File: config.mk
export PLATFORM = sky130hd
export DESIGN_NAME = axi4_lite_reg_slave
export DESIGN_NICKNAME = d
export VERILOG_FILES = /design/src/rtl/axi4_lite_pkg.sv /design/src/rtl/axi4_lite_wstrb_merge.sv /design/src/rtl/axi4_lite_reg_slave.sv
export SDC_FILE = /design/constraint.sdc
export NUM_CORES = 1
export LEC_CHECK = 0
export ABC_AREA = 1
export BUFFER_PORTS_ARGS = -buffer_cell sky130_fd_sc_hd__buf_2
export CORE_AREA = 2 2 196 198
export CTS_BUF_LIST = sky130_fd_sc_hd__clkbuf_4 sky130_fd_sc_hd__clkbuf_8
export DETAILED_ROUTE_END_ITERATION = 6
export DIE_AREA = 0 0 198 200
export PLACE_DENSITY = 0.8
export RECOVER_POWER = 50
export SLEW_MARGIN = 20
export SYNTH_ARGS = -nofsm -noshare
export SYNTH_HDL_FRONTEND = slang
export SYNTH_SLANG_ARGS = --single-unit
File: constraint.sdc
create_clock -name clk -period 2.45 [get_ports clk]
set_clock_uncertainty 0.1 [all_clocks]
set_input_delay 0.1225 -clock clk [delete_from_list [all_inputs] [get_ports clk]]
set_output_delay 0.1225 -clock clk [all_outputs]
set_load 0.02 [all_outputs]
File: src/rtl/axi4_lite_pkg.sv
// ---------------------------------------------------------------------------
// axi4_lite_pkg
// Shared AXI4-Lite definitions for the register-slave family: response codes
// and the write/read handshake state encodings.
// ---------------------------------------------------------------------------
package axi4_lite_pkg;

  typedef logic [1:0] axi_resp_t;

  localparam axi_resp_t AXI_RESP_OKAY   = 2'b00;
  localparam axi_resp_t AXI_RESP_EXOKAY = 2'b01;
  localparam axi_resp_t AXI_RESP_SLVERR = 2'b10;
  localparam axi_resp_t AXI_RESP_DECERR = 2'b11;

  typedef enum logic {
    W_IDLE = 1'b0,
    W_RESP = 1'b1
  } wr_state_e;

  typedef enum logic {
    R_IDLE = 1'b0,
    R_DATA = 1'b1
  } rd_state_e;

endpackage : axi4_lite_pkg

File: src/rtl/axi4_lite_wstrb_merge.sv
// ---------------------------------------------------------------------------
// axi4_lite_wstrb_merge
// Combinational byte merge: each byte lane takes the new data when its strobe
// is set, otherwise keeps the old data.
// Ports:
//   i_old     DATA_WIDTH    current register value
//   i_new     DATA_WIDTH    write data
//   i_strb    DATA_WIDTH/8  byte strobes
//   o_merged  DATA_WIDTH    merged result
// ---------------------------------------------------------------------------
module axi4_lite_wstrb_merge #(
  parameter int DATA_WIDTH = 32
) (
  input  logic [DATA_WIDTH-1:0]   i_old,
  input  logic [DATA_WIDTH-1:0]   i_new,
  input  logic [DATA_WIDTH/8-1:0] i_strb,
  output logic [DATA_WIDTH-1:0]   o_merged
);

  // Per-lane select between old and new byte
  always_comb begin
    o_merged = i_old;
    for (int b = 0; b < DATA_WIDTH/8; b++) begin
      if (i_strb[b]) begin
        o_merged[8*b +: 8] = i_new[8*b +: 8];
      end else begin
        o_merged[8*b +: 8] = i_old[8*b +: 8];
      end
    end
  end

endmodule : axi4_lite_wstrb_merge

File: src/rtl/axi4_lite_reg_slave.sv
// ---------------------------------------------------------------------------
// axi4_lite_reg_slave
// AXI4-Lite responder exposing NUM_REGS 32-bit read/write registers. One
// outstanding write and one outstanding read.
// Optional feature macro: AXIL_REG_SLVERR_EN -- out-of-range accesses answer
// SLVERR instead of OKAY (writes are discarded and reads return 0 either way).
// Ports:
//   clk, rst                  clock, synchronous active-high reset
//   s_aw*/s_w*/s_b*           write address / data / response channels
//   s_ar*/s_r*                read address / data channels
//   regs_o    NUM_REGS*32     register contents, reg k at [32k+31:32k]
//   reg_wr_o  NUM_REGS        one-cycle pulse the cycle after reg k is written
// ---------------------------------------------------------------------------
module axi4_lite_reg_slave
  import axi4_lite_pkg::*;
#(
  parameter int ADDR_WIDTH = 32,
  parameter int DATA_WIDTH = 32,
  parameter int NUM_REGS   = 8
) (
  input  logic                       clk,
  input  logic                       rst,
  input  logic [ADDR_WIDTH-1:0]      s_awaddr,
  input  logic [2:0]                 s_awprot,
  input  logic                       s_awvalid,
  output logic                       s_awready,
  input  logic [DATA_WIDTH-1:0]      s_wdata,
  input  logic [DATA_WIDTH/8-1:0]    s_wstrb,
  input  logic                       s_wvalid,
  output logic                       s_wready,
  output logic [1:0]                 s_bresp,
  output logic                       s_bvalid,
  input  logic                       s_bready,
  input  logic [ADDR_WIDTH-1:0]      s_araddr,
  input  logic [2:0]                 s_arprot,
  input  logic                       s_arvalid,
  output logic                       s_arready,
  output logic [DATA_WIDTH-1:0]      s_rdata,
  output logic [1:0]                 s_rresp,
  output logic                       s_rvalid,
  input  logic                       s_rready,
  output logic [NUM_REGS*32-1:0]     regs_o,
  output logic [NUM_REGS-1:0]        reg_wr_o
);

  localparam int IDX_W  = ($clog2(NUM_REGS) > 1) ? $clog2(NUM_REGS) : 1;
  // Word-address field: addr[ADDR_WIDTH-5:2] (top nibble belongs to the interconnect)
  localparam int WORD_W = ADDR_WIDTH - 6;
  localparam int STRB_W = DATA_WIDTH / 8;
  localparam logic [WORD_W-1:0] NUM_REGS_W = WORD_W'(NUM_REGS);

  wr_state_e               r_wstate;
  rd_state_e               r_rstate;
  logic                    r_aw_hold;
  logic [WORD_W-1:0]       r_aw_word;
  logic                    r_w_hold;
  logic [DATA_WIDTH-1:0]   r_wdata;
  logic [STRB_W-1:0]       r_wstrb;
  logic                    r_bvalid;
  axi_resp_t               r_bresp;
  logic                    r_rvalid;
  axi_resp_t               r_rresp;
  logic [DATA_WIDTH-1:0]   r_rdata;
  logic [DATA_WIDTH-1:0]   r_regs [NUM_REGS];
  logic [NUM_REGS-1:0]     r_reg_wr;

  logic                    w_awready;
  logic                    w_wready;
  logic                    w_arready;
  logic                    w_aw_hs;
  logic                    w_w_hs;
  logic                    w_ar_hs;
  logic                    w_commit;
  logic [WORD_W-1:0]       w_aw_word;
  logic [DATA_WIDTH-1:0]   w_wdata;
  logic [STRB_W-1:0]       w_wstrb;
  logic                    w_wr_oor;
  logic [IDX_W-1:0]        w_wr_idx;
  logic [DATA_WIDTH-1:0]   w_old;
  logic [DATA_WIDTH-1:0]   w_merged;
  logic [WORD_W-1:0]       w_ar_word;
  logic                    w_rd_oor;
  logic [IDX_W-1:0]        w_rd_idx;
  axi_resp_t               w_bresp_nxt;
  axi_resp_t               w_rresp_nxt;
  logic                    w_unused_bits;

  // Readies drop while a response is pending and are forced low during reset
  assign w_awready = !rst && !r_aw_hold && !r_bvalid;
  assign w_wready  = !rst && !r_w_hold  && !r_bvalid;
  assign w_arready = !rst && !r_rvalid;

  assign w_aw_hs = s_awvalid && w_awready;
  assign w_w_hs  = s_wvalid  && w_wready;
  assign w_ar_hs = s_arvalid && w_arready;

  // Take held AW/W values when present, otherwise the live bus
  always_comb begin
    if (r_aw_hold) begin
      w_aw_word = r_aw_word;
    end else begin
      w_aw_word = s_awaddr[ADDR_WIDTH-5:2];
    end
    if (r_w_hold) begin
      w_wdata = r_wdata;
      w_wstrb = r_wstrb;
    end else begin
      w_wdata = s_wdata;
      w_wstrb = s_wstrb;
    end
  end

  assign w_commit  = (r_wstate == W_IDLE) && (r_aw_hold || w_aw_hs) && (r_w_hold || w_w_hs);
  assign w_wr_oor  = (w_aw_word >= NUM_REGS_W);
  assign w_wr_idx  = w_aw_word[IDX_W-1:0];
  assign w_old     = r_regs[w_wr_idx];
  assign w_ar_word = s_araddr[ADDR_WIDTH-5:2];
  assign w_rd_oor  = (w_ar_word >= NUM_REGS_W);
  assign w_rd_idx  = w_ar_word[IDX_W-1:0];

`ifdef AXIL_REG_SLVERR_EN
  assign w_bresp_nxt = w_wr_oor ? AXI_RESP_SLVERR : AXI_RESP_OKAY;
  assign w_rresp_nxt = w_rd_oor ? AXI_RESP_SLVERR : AXI_RESP_OKAY;
`else
  assign w_bresp_nxt = AXI_RESP_OKAY;
  assign w_rresp_nxt = AXI_RESP_OKAY;
`endif

  // Address bits decoded by the interconnect, byte offsets and prot are ignored
  assign w_unused_bits = ^{s_awprot, s_arprot,
                           s_awaddr[ADDR_WIDTH-1:ADDR_WIDTH-4], s_awaddr[1:0],
                           s_araddr[ADDR_WIDTH-1:ADDR_WIDTH-4], s_araddr[1:0]};

  axi4_lite_wstrb_merge #(
    .DATA_WIDTH (DATA_WIDTH)
  ) u_merge (
    .i_old    (w_old),
    .i_new    (w_wdata),
    .i_strb   (w_wstrb),
    .o_merged (w_merged)
  );

  // Write FSM: collect AW and W independently, commit, then hold B until bready
  always_ff @(posedge clk) begin
    if (rst) begin
      r_wstate  <= W_IDLE;
      r_aw_hold <= 1'b0;
      r_aw_word <= '0;
      r_w_hold  <= 1'b0;
      r_wdata   <= '0;
      r_wstrb   <= '0;
      r_bvalid  <= 1'b0;
      r_bresp   <= AXI_RESP_OKAY;
    end else begin
      case (r_wstate)
        W_IDLE: begin
          if (w_commit) begin
            r_aw_hold <= 1'b0;
            r_w_hold  <= 1'b0;
            r_bvalid  <= 1'b1;
            r_bresp   <= w_bresp_nxt;
            r_wstate  <= W_RESP;
          end else begin
            if (w_aw_hs) begin
              r_aw_hold <= 1'b1;
              r_aw_word <= s_awaddr[ADDR_WIDTH-5:2];
            end
            if (w_w_hs) begin
              r_w_hold <= 1'b1;
              r_wdata  <= s_wdata;
              r_wstrb  <= s_wstrb;
            end
          end
        end
        W_RESP: begin
          if (s_bready) begin
            r_bvalid <= 1'b0;
            r_wstate <= W_IDLE;
          end
        end
        default: begin
          r_bvalid <= 1'b0;
          r_wstate <= W_IDLE;
        end
      endcase
    end
  end

  // Register file update and per-register write pulse
  always_ff @(posedge clk) begin
    if (rst) begin
      for (int k = 0; k < NUM_REGS; k++) begin
        r_regs[k] <= '0;
      end
      r_reg_wr <= '0;
    end else begin
      for (int k = 0; k < NUM_REGS; k++) begin
        if (w_commit && !w_wr_oor && (w_wr_idx == IDX_W'(k))) begin
          r_regs[k]   <= w_merged;
          r_reg_wr[k] <= 1'b1;
        end else begin
          r_reg_wr[k] <= 1'b0;
        end
      end
    end
  end

  // Read FSM: capture data on AR handshake (pre-write value on a same-edge commit)
  always_ff @(posedge clk) begin
    if (rst) begin
      r_rstate <= R_IDLE;
      r_rvalid <= 1'b0;
      r_rdata  <= '0;
      r_rresp  <= AXI_RESP_OKAY;
    end else begin
      case (r_rstate)
        R_IDLE: begin
          if (w_ar_hs) begin
            r_rdata  <= w_rd_oor ? '0 : r_regs[w_rd_idx];
            r_rresp  <= w_rresp_nxt;
            r_rvalid <= 1'b1;
            r_rstate <= R_DATA;
          end
        end
        R_DATA: begin
          if (s_rready) begin
            r_rvalid <= 1'b0;
            r_rstate <= R_IDLE;
          end
        end
        default: begin
          r_rvalid <= 1'b0;
          r_rstate <= R_IDLE;
        end
      endcase
    end
  end

  // Flatten the register array onto the fabric-side bus
  always_comb begin
    regs_o = '0;
    for (int k = 0; k < NUM_REGS; k++) begin
      regs_o[k*32 +: 32] = r_regs[k];
    end
  end

  assign s_awready = w_awready;
  assign s_wready  = w_wready;
  assign s_arready = w_arready;
  assign s_bvalid  = r_bvalid;
  assign s_bresp   = r_bresp;
  assign s_rvalid  = r_rvalid;
  assign s_rresp   = r_rresp;
  assign s_rdata   = r_rdata;
  assign reg_wr_o  = r_reg_wr;

endmodule : axi4_lite_reg_slave

==> results of run 1 <==
==> worst paths after layout <==
| path | endpoint | slack (ps) | depth (start not counted) |
|---|---|---|---|
| worst min register to register | s_rdata[10] | 360 | 2 |
| worst max-delay path | r_regs[6][17] | 0.8 | 4 |
| worst max register to register | r_regs[6][17] | 0.8 | 4 |
| worst min-delay path | r_wdata[30] | 130 | 8 |
==> power groups by stage <==
| stage | Combinational, mW | Clock (mW) | Sequential, mW |
|---|---|---|---|
| 2_1_floorplan | 1.67 | 0 | 7.48 |
| 3_3_place_gp | 3.00 | 0 | 7.26 |
| 3_5_place_dp | 3.08 | 0 | 7.27 |
| 4_1_cts | 3.27 | 5.76 | 7.15 |
| 5_1_grt | 3.65 | 6.04 | 7.19 |
| 6_report | 3.41 | 5.79 | 7.17 |
==> cells in the mapped netlist (all sizes together) <==
cell / count / area [µm²]
buf: 73 / 437
nand4: 1 / 6.26
nor3: 8 / 40.0
edfxtp: 256 / 7690
conb: 1 / 3.75
nand2: 646 / 2440
a21oi: 163 / 816
inv: 273 / 1020
nor2: 344 / 1330
clkinv: 1 / 3.75
o21ai: 199 / 1010
clkbuf: 91 / 342
o22ai: 1 / 6.26
or2: 3 / 18.8
nand3: 260 / 1340
dfxtp: 108 / 2160
nand3b: 1 / 7.51
o211ai: 30 / 225
==> what timing repair did <==
action	in CTS	in global routing
endpoints found under the hold margin	120	0
hold buffers	121	0
buffers inserted	0	2
resized for setup	0	19
endpoints found under the setup margin	0	142
==> placed cells by master, fill, tap and decap left out, types with 3 or more instances in the layout <==
master         count
nand3_1          253
nor2_2             7
o21ai_1            8
nor3_1             7
buf_4             57
clkbuf_4          16
dfxtp_1          106
clkinv_2           9
clkbuf_8          71
buf_2            261
nand2_1          622
buf_12            28
nand3_2            5
bufinv_16          3
edfxtp_1         256
dlygate4sd3_1    121
clkinv_1          10
conb_1             4
inv_2              7
nor2_1           335
clkbuf_1         133
o211ai_1          30
o21ai_0          189
a21oi_1          163
nand2_2           22
inv_1            265
==> logic make-up (layout without fill, tap and decap cells) <==
group           count (synthesis)  after routing
simple gates                 1263           1263
buf+inv                       438            985
compound gates                393            393
flops                         364            364
other cells                     1              6
==> through the flow <==
stage	hold WS (ps)	setup TNS, ps
floorplan	164	0
global placement	280	0
detailed placement	297	0
CTS	3.75	0
global route	173	-6150
finish	129	0
==> critical path: stages (launching register included) <==
cell     delay (ps)
dfxtp_4         440
o21ai_1         750
nand3_1         400
nand2_1         370
nor2_1          110
==> flip-flops by register name (all words and copies together), names as in the netlist, 4 cells and up <==
signal / flops
r_aw_word: 26
r_wdata: 32
r_wstrb: 4
r_regs: 256
reg_wr_o: 8
s_rdata: 32
==> per-layer routing <==
| metal | vias to the layer above | wire length [µm] | GRT usage [%] |
|---|---|---|---|
| met3 | 392 | 10600 | 9.81 |
| met5 | - | 0 | 0 |
| met2 | 1734 | 34800 | 61.3 |
| met1 | 9360 | 25900 | 44.2 |
| met4 | 0 | 6100 | 27.9 |
| li1 | 8982 | - | - |
==> cell type report <==
type                    count  area [µm²]  area share [%]
clock inverters            23         180           0.745
flip-flops and latches    364        9850            40.7
multi-input cells        1660        7340            30.4
inverters                 274        1030            4.27
well taps                 511         639            2.64
clock buffers              87        1100            4.54
diodes                      2        5.00          0.0207
repair buffers            601        4030            16.7
==> metrics.yaml, run 1 <==
io-pin-count: 418
drt_iter0_drc: 2514
ys_ff_latch: 364
grt_pass1_wl_um: 112000
fin_util_pct: 64.7
initial_core_util_pct: 50.5
wl_um: 77400
ys_seq_area_share_pct: 52.1
synth_compound_area_share_pct: 10.9
row_count: 71
grt_usage_pct: 38.0
max_freq_ghz: 0.408
fin_nets: 3073
worst_pin_slew_ps: 1070
synth_cell_types: 33
stdcell_count: 3522
clk_latency_ps: 670
sequentialPowerShare_pct: 43.8
cp.arrival_ps: 2710
start_kind: "flop"
p_leak_nw: 10.9
violations: "DRC"
muxShareOfSynthArea_pct: 0
max_cap_viol_count: 0
dp_hpwl_um: 48700
nFillCells: 3072
status: "finished with violations"
p_comb_share_pct: 20.8
numCtsBuffers: 59
antenna_found_initial: 2
gp_congestion: 0.957
port_buffers: 395
numPlacedInstances: 3287
grt_max_degree: 71
p_sw_mw: 5.19
fp.dieW_um: 198
firstDrtPassIters: 7
cp.required_ps: 2710
vias: 20500
r2r-start: "r_w_hold"
cts_tree: "done"
clk_path_buf_depth: 3
finalCritPeriodShare_pct: 100
globalRouteOverflowTotal: 0
yosys.area_share.simple_pct: 27.4
setup_slack_ps: 0.823
synthAdderAreaFrac_pct: 0
synth_top_family_by_area: "simple AND/OR/NAND/NOR gates"
drive_gt1_share_pct: 16.7
grt_pass1_vias: 19500
rsz0062_at_grt: "yes"
cp-startpoint: "r_w_hold"
coreArea_mm2: 0.0374
antenna_left: 0
drc_errors: 9
dieHeight_um: 200
min_period_ps: 2450
synth_xor_area_share_pct: 0
dp_slack_ps: 51.4
hold_path.class: "in -> reg"
cts_max_level: 2
avgSynthCellArea_um2: 7.68
design_area_mm2: 0.0242
clk_pin_slew_worst_paths_ps: 70
cp-end-kind: "flop"
power.internal_mw: 11.2
clock_sinks: 364
cts-root-buf: "clkbuf_8"
area_growth_pct: 28.0
ys_warn_count: 0
design.die.area_mm2: 0.0396
relSlewSlack_pct: 28.3
syn_inst: 2459
criticalPathCategory: "reg -> reg"
wire_per_inst_um: 22.0
clockPowerShare_pct: 35.4
finalHoldViolations: 0
finalPower_mw: 16.4
vdd_ir_drop_max_mv: 0.449
via_per_inst: 5.81
swShare_pct: 31.7
cp_max_fo: 19
drv_slew: 0
hp-start: "rst"
synth_area_mm2: 0.0189
pwr_density_cell_mw_per_mm2: 676
placedInstanceArea_mm2: 0.0218
finalSetupViolations: 0
(Power assumes the default switching activity.)
==> run 2, diff against run 1 <==
--- a/config.mk
+++ b/config.mk
@@ -7,11 +7,11 @@
 export LEC_CHECK = 0
 export ABC_AREA = 1
 export BUFFER_PORTS_ARGS = -buffer_cell sky130_fd_sc_hd__buf_2
-export CORE_AREA = 2 2 196 198
+export CORE_AREA = 2 2 194 196
 export CTS_BUF_LIST = sky130_fd_sc_hd__clkbuf_4 sky130_fd_sc_hd__clkbuf_8
 export DETAILED_ROUTE_END_ITERATION = 6
-export DIE_AREA = 0 0 198 200
-export PLACE_DENSITY = 0.8
+export DIE_AREA = 0 0 196 198
+export PLACE_DENSITY = 0.78
 export RECOVER_POWER = 50
 export SLEW_MARGIN = 20
 export SYNTH_ARGS = -nofsm -noshare
==> constraint.sdc (replaced) <==
create_clock -name clk -period 2.6 [get_ports clk]
set_clock_uncertainty 0.1 [all_clocks]
set_input_delay 0.13 -clock clk [delete_from_list [all_inputs] [get_ports clk]]
set_output_delay 0.13 -clock clk [all_outputs]
set_load 0.02 [all_outputs]
==> metrics.yaml, run 2 (synthesis gave the netlist of run 1 again) <==
cp_max_fo: 22  # +3
rsz0062_at_grt: "no"
grt_pass1_vias: 19300  # -1.4%
power.internal_mw: 10.5  # -5.8%
antenna_found_initial: 2  # unchanged
firstDrtPassIters: 7  # unchanged
area_growth_pct: 22.7
cts_tree: "done"
largest_reg_flops: 256  # unchanged
r2r_cells: 8  # +4
finalCritPeriodShare_pct: 97.8  # -2.2 points
violations: "DRC"
r2r-end: "r_regs[2][24]"
io-pin-count: 418  # unchanged
cts_max_level: 2  # unchanged
drive_gt1_share_pct: 10.6  # -6.1 points
pwr_density_cell_mw_per_mm2: 661  # -2.3%
clk_latency_ps: 660  # about the same
fp.dieW_um: 196  # -1.0%
dieHeight_um: 198  # -1.0%
worst_pin_slew_ps: 1160  # +84.5 ps
gp_congestion: 0.955  # -0.21%
drv_slew: 0  # unchanged
relSlewSlack_pct: 22.7  # -5.6 points
antenna_left: 0  # unchanged
worstPathCellList: "buf_4 > nand2_1 > o21ai_4 > buf_4 > nor3_1 > nand2_1 > nand2_1 > buf_2"
cts-root-buf: "clkbuf_8"
clockPowerShare_pct: 36.7  # +1.3 points
grt_pass1_wl_um: 109000  # -2.6%
sequentialPowerShare_pct: 44.1  # +0.3 points
grt_usage_pct: 37.3  # -0.67 points
hold_path.class: "in -> reg"
regMostFlops: "r_regs"
mostFrequentLayoutCell: "nand2_1"
initial_core_util_pct: 51.1  # +0.61 points
row_count: 71  # unchanged
port_buffers: 395  # unchanged
cp.required_ps: 2800  # +90 ps
r2r-start: "r_aw_hold"
clk_pin_slew_worst_paths_ps: 70  # about the same
p_comb_share_pct: 19.2  # -1.6 points
clk_path_buf_depth: 3  # unchanged
wl_um: 73900  # -4.6%
max_cap_viol_count: 0  # unchanged
finalSetupViolations: 0  # unchanged
crit_end: "r_regs[2][24]"
cp_common_cell: "nand2_1"
fin_util_pct: 62.8  # -1.9 points
max_stage_delay_ps: 500  # -250 ps
timing.setup.tns_ps: 0  # unchanged
numCtsBuffers: 61  # +3.4%
dp_hpwl_um: 47400  # -2.6%
fin_nets: 3015  # -1.9%
clock_sinks: 364  # unchanged
finalHoldViolations: 0  # unchanged
reg2reg_slack_ps: 60  # +60 ps
cp-end-kind: "flop"
drc_errors: 1  # -8
criticalPathCategory: "reg -> reg"
status: "finished with violations"
cp.arrival_ps: 2740  # +30 ps
start_kind: "flop"
coreArea_mm2: 0.0370  # -1.2%
min_period_ps: 2540  # +93.7 ps
vias: 19800  # -3.2%
cp-startpoint: "r_aw_hold"
globalRouteOverflowTotal: 0  # unchanged
final_cell_mix: "nand2_1 (636), nor2_1 (336), clkbuf_1 (300)"
via_per_inst: 5.78  # -0.55%
vdd_ir_drop_max_mv: 0.494  # +10%
drt_iter0_drc: 2589  # +3.0%
wire_per_inst_um: 21.5  # -2.0%
design.die.area_mm2: 0.0388  # -2.0%
p_leak_nw: 9.99  # -8.3%
swShare_pct: 31.4  # -0.36 points
p_sw_mw: 4.81  # -7.3%
crit_slowest_cell: "buf_2"
max_freq_ghz: 0.393  # -3.7%
grt_max_degree: 71  # unchanged
-- run 2: changes by cell type in the layout (fill, tap and decap cells not counted), moves of 5 or more --
cell and change:
buf_2 -166, clkinv_2 +5, buf_4 -7, dlygate4sd3_1 -50, clkbuf_1 +167, nand2_1 +14, nand2_2 -14, buf_12 -10
-- run 2: power by group through the flow --
| stage | combinational, mW | clock (mW) | sequential, mW |
|---|---|---|---|
| after floorplan | 1.57 | 0 | 7.05 |
| after global placement | 2.76 | 0 | 6.85 |
| after detailed placement | 2.83 | 0 | 6.86 |
| after CTS | 2.93 | 5.65 | 6.74 |
| after global routing | 3.19 | 5.87 | 6.79 |
| final | 2.94 | 5.63 | 6.77 |
-- run 2: per-stage QoR --
stage                     cell area (µm²)  hold slack [ps]  instances  worst slack [ps]  power [mW]
final                               23200             36.6       3430              57.2        15.3
after global routing                23200             74.9       3430              14.0        15.9
after CTS                           23600             8.27       3428              40.0        15.3
after detailed placement            21600              304       3242              61.5        9.69
after global placement              21600              286       3242               107        9.61
after floorplan                     18900              171       2462              84.0        8.63
-- run 2: critical path: cells and delay by family, from the launching register on --
family                 cells  cell delay (ps)
buffers and inverters      3              930
AOI/OAI and AO/OA          1              120
and+or+nand+nor            4              600
DFF                        1              400
-- run 2: layout make-up --
cell class,count,area (µm²)
Inverter,274,1030
Antenna cell,2,5.00
Clock inverter,30,269
Timing Repair Buffer,541,3090
Multi-Input combinational cell,1660,7280
Tap cell,474,593
Fill cell,3223,13800
Sequential cell,364,9850
Clock buffer,85,1070
-- run 2: timing repair --
action                     in CTS  in global routing
hold buffers                   71                  0
gates resized for setup         0                  3
setup buffers                   0                  0
hold endpoints to repair      107                  0
setup endpoints to repair       0                334
-- run 2: metal layers --
| layer | global-route usage, % | routed length [µm] | up-vias |
|---|---|---|---|
| li1 | - | - | 8861 |
| met2 | 60.3 | 33100 | 1559 |
| met4 | 28.1 | 6000 | 0 |
| met3 | 8.02 | 9660 | 356 |
| met5 | 0 | 0 | - |
| met1 | 44.0 | 25100 | 9047 |
-- run 2: worst min-delay path by stage --
stage	start	endpoint	slack [ps]	depth (start not counted)
6_report	s_araddr[3]	s_rdata[4]	40	6
3_3_place_gp	s_wstrb[2]	r_wstrb[2]	290	3
5_1_grt	s_araddr[18]	s_rdata[30]	70	7
2_1_floorplan	s_arvalid	r_rstate	170	2
3_5_place_dp	s_wstrb[3]	r_wstrb[3]	300	3
4_1_cts	s_araddr[3]	s_rdata[4]	8	6
